--- src/rtl/gf_mont_pkg.sv ---
// Shared definitions for the GF(p) Montgomery ALU: operation codes, FSM states
// and the width helper used to size the iteration counter.
package gf_mont_pkg;

  typedef enum logic [1:0] {
    OP_ADD  = 2'b00,
    OP_SUB  = 2'b01,
    OP_MMUL = 2'b10,
    OP_MSQR = 2'b11
  } op_e;

  typedef enum logic [1:0] {
    IDLE   = 2'b00,
    ADDSUB = 2'b01,
    LOOP   = 2'b10,
    FIX    = 2'b11
  } state_e;

  function automatic int clog2(input int v);
    int r;
    r = 0;
    for (int i = 0; i < 31; i++) begin
      if ((1 << i) < v) r = i + 1;
    end
    return r;
  endfunction

endpackage

--- src/rtl/gf_mont_step.sv ---
// One radix-2 Montgomery iteration: T + a_i*b, made even by adding p, then halved.
module gf_mont_step #(
  parameter int WIDTH = 32
) (
  input  logic [WIDTH+1:0] t,
  input  logic             a_i,
  input  logic [WIDTH-1:0] b,
  input  logic [WIDTH-1:0] p,
  output logic [WIDTH+1:0] t_next
);

  logic [WIDTH+1:0] sum_b;
  logic [WIDTH+1:0] sum_p;

  // T < 2p on entry keeps T + b + p below 4p, so WIDTH+2 bits never overflow
  always_comb begin
    sum_b  = t + (a_i ? {2'b00, b} : '0);
    sum_p  = sum_b[0] ? (sum_b + {2'b00, p}) : sum_b;
    t_next = {1'b0, sum_p[WIDTH+1:1]};
  end

endmodule

--- src/rtl/gf_mont_alu.sv ---
// GF(p) add/sub/Montgomery multiply/square engine with start/busy/done handshake.
// Optional operand validation at accept is enabled by GF_MONT_ALU_INPUT_CHECK_EN.
module gf_mont_alu
  import gf_mont_pkg::*;
#(
  parameter int WIDTH = 32
) (
  input  logic             clk,
  input  logic             reset,
  input  logic             start,
  input  logic [1:0]       op,
  input  logic [WIDTH-1:0] a,
  input  logic [WIDTH-1:0] b,
  input  logic [WIDTH-1:0] p,
  output logic             busy,
  output logic             done,
  output logic [WIDTH-1:0] result,
  output logic             err
);

  localparam int TW = WIDTH + 2;
  localparam int CW = clog2(WIDTH);

  state_e           state_q, state_d;
  op_e              op_q, op_d;
  logic [WIDTH-1:0] a_q, a_d, b_q, b_d, p_q, p_d, res_q, res_d;
  logic [TW-1:0]    t_q, t_d, t_step;
  logic [TW-1:0]    a_x, b_x, p_x;
  logic [CW-1:0]    cnt_q, cnt_d;
  logic             busy_q, busy_d, done_q, done_d, err_q, err_d, inv_q, inv_d;
  logic             inv_req;

  assign a_x = {2'b00, a_q};
  assign b_x = {2'b00, b_q};
  assign p_x = {2'b00, p_q};

  always_comb begin
`ifdef GF_MONT_ALU_INPUT_CHECK_EN
    inv_req = ~p[0] | (a >= p) | ((op != OP_MSQR) & (b >= p));
`else
    inv_req = 1'b0;
`endif
  end

  gf_mont_step #(.WIDTH(WIDTH)) u_step (
    .t      (t_q),
    .a_i    (a_q[cnt_q]),
    .b      (b_q),
    .p      (p_q),
    .t_next (t_step)
  );

  always_comb begin
    state_d = state_q;
    op_d    = op_q;
    a_d     = a_q;
    b_d     = b_q;
    p_d     = p_q;
    res_d   = res_q;
    t_d     = t_q;
    cnt_d   = cnt_q;
    busy_d  = busy_q;
    done_d  = 1'b0;
    err_d   = err_q;
    inv_d   = inv_q;
    case (state_q)
      IDLE: begin
        if (start) begin
          op_d   = op_e'(op);
          a_d    = a;
          b_d    = (op == OP_MSQR) ? a : b;
          p_d    = p;
          t_d    = '0;
          cnt_d  = '0;
          busy_d = 1'b1;
          inv_d  = inv_req;
          if (inv_req)                              state_d = FIX;
          else if ((op == OP_ADD) || (op == OP_SUB)) state_d = ADDSUB;
          else                                      state_d = LOOP;
        end
      end
      ADDSUB: begin
        if (op_q == OP_ADD)  t_d = a_x + b_x;
        else if (a_q < b_q)  t_d = a_x - b_x + p_x;
        else                 t_d = a_x - b_x;
        state_d = FIX;
      end
      LOOP: begin
        t_d   = t_step;
        cnt_d = cnt_q + 1'b1;
        if (cnt_q == CW'(WIDTH - 1)) state_d = FIX;
      end
      FIX: begin
        // Rejected requests report err with a zero result instead of T
        if (inv_q) begin
          res_d = '0;
          err_d = 1'b1;
        end else begin
          res_d = (t_q >= p_x) ? WIDTH'(t_q - p_x) : t_q[WIDTH-1:0];
          err_d = 1'b0;
        end
        done_d  = 1'b1;
        busy_d  = 1'b0;
        inv_d   = 1'b0;
        state_d = IDLE;
      end
      default: state_d = IDLE;
    endcase
  end

  always_ff @(posedge clk or posedge reset) begin
    if (reset) begin
      state_q <= IDLE;
      op_q    <= OP_ADD;
      a_q     <= '0;
      b_q     <= '0;
      p_q     <= '0;
      res_q   <= '0;
      t_q     <= '0;
      cnt_q   <= '0;
      busy_q  <= 1'b0;
      done_q  <= 1'b0;
      err_q   <= 1'b0;
      inv_q   <= 1'b0;
    end else begin
      state_q <= state_d;
      op_q    <= op_d;
      a_q     <= a_d;
      b_q     <= b_d;
      p_q     <= p_d;
      res_q   <= res_d;
      t_q     <= t_d;
      cnt_q   <= cnt_d;
      busy_q  <= busy_d;
      done_q  <= done_d;
      err_q   <= err_d;
      inv_q   <= inv_d;
    end
  end

  assign busy   = busy_q;
  assign done   = done_q;
  assign result = res_q;
  assign err    = err_q;

endmodule
--- config.mk ---
export PLATFORM = sky130hd
export DESIGN_NAME = gf_mont_alu
export DESIGN_NICKNAME = d
export VERILOG_FILES = /design/src/rtl/gf_mont_pkg.sv /design/src/rtl/gf_mont_step.sv /design/src/rtl/gf_mont_alu.sv
export SDC_FILE = /design/constraint.sdc
export NUM_CORES = 1
export LEC_CHECK = 0
export BUFFER_PORTS_ARGS = -buffer_cell sky130_fd_sc_hd__buf_4
export CORE_MARGIN = 2
export CORE_UTILIZATION = 58
export CTS_BUF_LIST = sky130_fd_sc_hd__clkbuf_4
export DETAILED_ROUTE_END_ITERATION = 16
export PLACE_DENSITY_LB_ADDON = 0.2
export SYNTH_ARGS = -nofsm -noshare
export SYNTH_HDL_FRONTEND = slang
export SYNTH_SLANG_ARGS = --single-unit
--- constraint.sdc ---
create_clock -name clk -period 6.51 [get_ports clk]
set_clock_uncertainty 0.15 [all_clocks]
set_input_delay 1.302 -clock clk [delete_from_list [all_inputs] [get_ports clk]]
set_output_delay 1.302 -clock clk [all_outputs]
set_load 0.01 [all_outputs]
After elaboration in Yosys (flattened, before gate mapping) --
Cells that the tools add are included.
Operators by class: add/sub/neg operators 7, magnitude comparators 3, equality and inequality tests 8, muxes and demuxes 23, reduce and logical (&&, ||, !) cells 12
Operators by type and width (number):
- $mux W34 | 4
- $mux W32 | 4
- $add A34 B32 Y34 | 3
- $pmux W34 S3 | 1
- $ge A34 B32 Y1 | 1
- $add A32 B32 Y33 | 1
- $sub A32 B32 Y33 | 1
- $lt A32 B32 Y1 | 1
- $sub A32 B32 Y32 | 1
- $pmux W5 S2 | 1
- $reduce_and A2 Y1 | 5
- $pmux W2 S4 | 1
- $eq A2 B2 Y1 const B | 3
- $logic_not A2 Y1 | 3
- $lt A5 B6 Y1 const B | 1
- $mux W2 | 3
- $add A5 B1 Y5 const B | 1
- $bmux W1 S5 | 1
- $eq A5 B5 Y1 const B | 1
- $mux W1 | 5
- $mux W5 | 1
- $eq A2 B1 Y1 const B | 2
- $ne A2 B2 Y1 const B | 2
- $pmux W1 S2 | 2
- 3 further kinds | 4
Word-level totals: flip-flop bits (word level) 175, input port bits 101, output and inout port bits 35, logic and storage cells 65

Longest topological paths before layout --
depth after elaboration 7, mapped depth 28, gate-level depth less buffers 27

Hierarchy --
Synthesis repeated with hierarchy kept, for this count alone.
Second synthesis, totals: cell total of the unflattened synthesis 2252, area total of the unflattened synthesis 18659.1 µm²
Modules (own cells, without submodules):
- gf_mont_alu | times used 1, cells an instance 1716, area an instance 14722.9 µm², sequential area each 4329.2 µm²
- gf_mont_step | times used 1, cells an instance 536, area an instance 3936.3 µm², sequential area each 0.0 µm²

Least setup slack after synthesis --
No wires, ideal clock.
path kind register -> register, start point reg cnt_q[0], end point reg t_q[32], setup time 0.126 ns, data arrival time 6.917 ns, required time 6.234 ns, slack -0.683 ns, stages on the path, launching flop included 29, buffers on the path 2, clock period less this slack 7.193 ns, cells stage by stage dfrtp_1 -> buf_1 -> mux4_2 -> mux4_2 -> mux2i_1 -> clkbuf_1 -> nor2_1 -> ha_1 -> a2111oi_0 -> o21ai_0 -> nand2_1 -> nand2_1 -> a21o_1 -> a21oi_1 -> o21bai_1 -> a21oi_1 -> xnor2_1 -> ha_1 -> nand2_1 -> nor2_1 -> o2111ai_1 -> a21oi_1 -> o221ai_1 -> a22oi_1 -> a221o_1 -> a31o_2 -> or3b_2 -> xnor3_1 -> a221o_1
On the way: longest elaborated chain between the ends 7
Ends and longest elaborated chain:
- from (decl) | RTL line gf_mont_alu.sv:29 | logic [CW-1:0] cnt_q, cnt_d;
- from (signal assigned) | RTL line gf_mont_alu.sv:133 | cnt_q <= cnt_d;
- $bmux W1 S5 * | RTL line gf_mont_alu.sv:47 | .a_i (a_q[cnt_q]),
- $mux W1 (implied by the code) * | RTL line gf_mont_alu.sv:47
- $mux W32 * | RTL line gf_mont_step.sv:17 | sum_b = t + (a_i ? {2'b00, b} : '0);
- $add A34 B32 Y34 * | RTL line gf_mont_step.sv:17
- $add A34 B32 Y34 | RTL line gf_mont_step.sv:18 | sum_p = sum_b[0] ? (sum_b + {2'b00, p}) : sum_b;
- $mux W34 * | RTL line gf_mont_step.sv:18
- $pmux W34 S3 * | RTL line gf_mont_alu.sv:66 | case (state_q)
- to (signal assigned) | RTL line gf_mont_alu.sv:132 | t_q <= t_d;
- to (decl) | RTL line gf_mont_alu.sv:27 | logic [TW-1:0] t_q, t_d, t_step;
Every way passes the cells marked *; elsewhere a longest branch is shown, timed or not. The select of a mux whose other input is x is not followed. A chain may end at the register's enable or synchronous reset.

Worst setup path in the final report --
Same ends and word-level chain as after synthesis.

==> flow_summary_export.csv <==
group,metric,value,unit
run_status,status,"finished with violations",
run_status,violations,"negative setup slack",
route,routed_via_density,6.206,
synthesis,avgSynthCellArea,8.257,sq um
synthesis,yosys-top-cells-area,"dfrtp_1 24%, ha_1 14%, a21oi_1 6.2%",
cells_and_area,area_growth,21.63,%
die,die_y,180.5,um
sta,max_freq,0.1509,GHz
sta,hold_viol,0,
synthesis,synth_area,18070,sq um
die,row_count,64,
grt,grt_pass1_vias,16740,
worst_setup_path,path_class,"reg2reg",
grt,grt_max_degree,82,
route,drtPass1Iterations,6,
sta,setup_viol,3,
synthesis,synth_top_area_cell,"dfrtp_1",
synthesis,synthFlopType,"dfrtp_1",
cells_and_area,final_cell_count_no_fill,2886,
worst_setup_path,critPathLaunchType,"flop",
placement,post-place-cells,2803,
sta,period_share,1.018,
sta,max-slew-margin-rel,0.2148,
route,drc,0,
min_path,hold_class,"reg2reg",
clocking,cts-root-buf,"clkbuf_4",
placement,io_buffers,134,
clocking,htree_levels,4,
synthesis,yosysSeqAreaShare,0.2396,
cells_and_area,num-fill-cells,2387,
die,coreArea,30670,sq um
die,dieArea,32580,sq um
grt,grtUsageTotal,0.3366,
sta,worstMarginPinSlew,1.175,ns
die,initial_core_util,0.5891,
die,io_pins,136,
route,drt_iter0_drc,1455,
worst_setup_path,required,6.96,ns
worst_setup_path,r2r_slack,-0.12,ns
clocking,cts_sinks,173,
sta,period_needed,6.628,ns
worst_setup_path,r2r_start,"cnt_q[0]",
route,ant_nets,0,
worst_setup_path,cp_slowest_stage_delay,0.53,ns
clocking,clk_path_buf_depth,2,
flow_run,drv_cap,0,
route,wirelength,56570,um
worst_setup_path,path_max_fanout,5,
cells_and_area,drive_gt1_frac,0.2330,
min_path,whs_endpoint,"b_q[28]",
grt,grt_pass1_wl,88000,um
clocking,cts_tree,"done",
synthesis,synth_cell_types,77,
worst_setup_path,worst_ep_arrival_time,7.08,ns
worst_setup_path,slowest_stage,"mux4_2",
sta,setup_ws,-0.1182,ns
synthesis,ys_async_sr_fraction,1.000,
route,via_count,17910,
synthesis,ys.warnings.count,0,
synthesis,yosysTopAreaCellShare,0.2396,
die,die_w,180.5,um
clocking,cts_buffers,17,
clocking,clock_latency,0.73,ns
worst_setup_path,critPathCaptureType,"flop",
worst_setup_path,r2r-end,"t_q[32]",
synthesis,synth_common_cells,"223 x a21oi_1, 199 x ha_1, 181 x nor2_1, 173 x dfrtp_1, 173 x nand2_1",
sta,final-max-slew-violation-count,0,
route,wire_per_inst,19.60,um
clocking,postCtsHoldBufs,0,
synthesis,synth_enable_flop_cells,0,
placement,place_congestion,0.9305,
min_path,hp-start,"b_q[28]",
synthesis,syn-num-nets,2494,
cells_and_area,nets,2778,
grt,grt-ovfl-total,0,
clocking,path_clk_slew,0.16,ns
synthesis,synth_most_common_cell,"a21oi_1",
grt,antenna_found_initial,1,
synthesis,netlist_instances,2188,
min_path,whs_path_depth,2,
placement,dp_hpwl,43130,um
worst_setup_path,reg2regPathDepth,28,
synthesis,synth_seq_cells,173,
sta,grt_setup_unrepaired,"true",
## cell type report
| class | count | area (sq um) | share of cell area |
|---|---|---|---|
| clock inverters | 15 | 168.9 | 0.007687 |
| multi-input cells | 1784 | 13530 | 0.6158 |
| well taps | 396 | 495.5 | 0.02255 |
| inverters | 140 | 530.5 | 0.02414 |
| repair buffers | 356 | 2779 | 0.1265 |
| diodes | 5 | 12.51 | 0.0005694 |
| flip-flops and latches | 173 | 4329 | 0.1970 |
| clock buffers | 17 | 127.6 | 0.005808 |
## kinds of logic after synthesis
kind of cell / share of synthesized area
muxes: 0.09772
buffers and inverters: 0.04855
AOI/OAI and AO/OA: 0.2511
other: 0.0002076
adders and majority gates: 0.1445
and+or+nand+nor: 0.1409
DFF: 0.2396
xor gates and xnor gates: 0.07736
## flip-flops by register name, summed over array words and instances (netlist names)
signal and count:
op_q 2, a_q 32, cnt_q 5, p_q 32, state_q 2, done 1, b_q 32, t_q 34
busy 1, result 32
## cells in the final DEF (no fill, tap or decap), drive strengths merged, types with 15 or more instances in the layout
cell,Yosys,routed
a21oi,223,223
xnor2,115,115
inv,137,145
o21ai,153,153
a211oi,20,20
buf,13,356
o21a,28,28
a21o,61,61
and3,20,20
o21bai,22,22
o31ai,16,16
dfrtp,173,173
nor3,30,30
o221ai,15,15
nand2,173,173
nand4,19,19
nor2b,25,25
nor2,181,181
mux2,71,71
o211ai,28,28
clkbuf,78,17
mux2i,74,74
nand2b,25,25
nand3,42,42
ha,199,199
xor2,42,42
a31oi,25,25
## repair_timing
item	in CTS	in global routing
gates resized for setup	62	86
hold endpoints to repair	0	0
endpoints found under the setup margin	6	13
pin swaps	44	65
gates cloned	1	0
setup buffers	29	17
## metal layers
metal | wire length [um] | track usage
met5 | 0 | 0
met4 | 1306 | 0.07774
met3 | 5122 | 0.06326
met2 | 24500 | 0.5157
met1 | 25640 | 0.4916
## worst max-delay path by stage
stage,start,end,cells past startpoint
after global placement,cnt_q[0],t_q[32],26
after global routing,cnt_q[0],t_q[25],32
after floorplan,cnt_q[0],t_q[32],28
after CTS,cnt_q[0],t_q[32],27
final,cnt_q[0],t_q[32],28
after detailed placement,cnt_q[0],t_q[32],26
## per-stage QoR
stage	utilization	hold slack, ns	setup TNS (ns)	setup WS (ns)	area, sq um
global placement	0.6726	0.3413	-0.2703	-0.1596	20630
global route	0.7162	0.4060	-1.889	-0.3599	21970
floorplan	-	0.3253	0	0.009694	18120
finish	0.7165	0.3837	-0.2529	-0.1182	21970
CTS	0.6990	0.3866	-0.04305	-0.04305	21440
detailed placement	0.6726	0.3518	-1.069	-0.3434	20630
## critical path, delay by kind of cell (launching register included)
family | cells | cell delay, ns
DFF | 1 | 0.44
muxes | 3 | 1.23
buffers and inverters | 4 | 0.53
and+or+nand+nor | 9 | 1.45
AOI/OAI and AO/OA | 8 | 1.71
adders and majority gates | 2 | 0.66
xor gates and xnor gates | 2 | 0.35
Power is not shown: default switching activity piles up to over one toggle a cycle in this logic, so the estimate is an artifact.
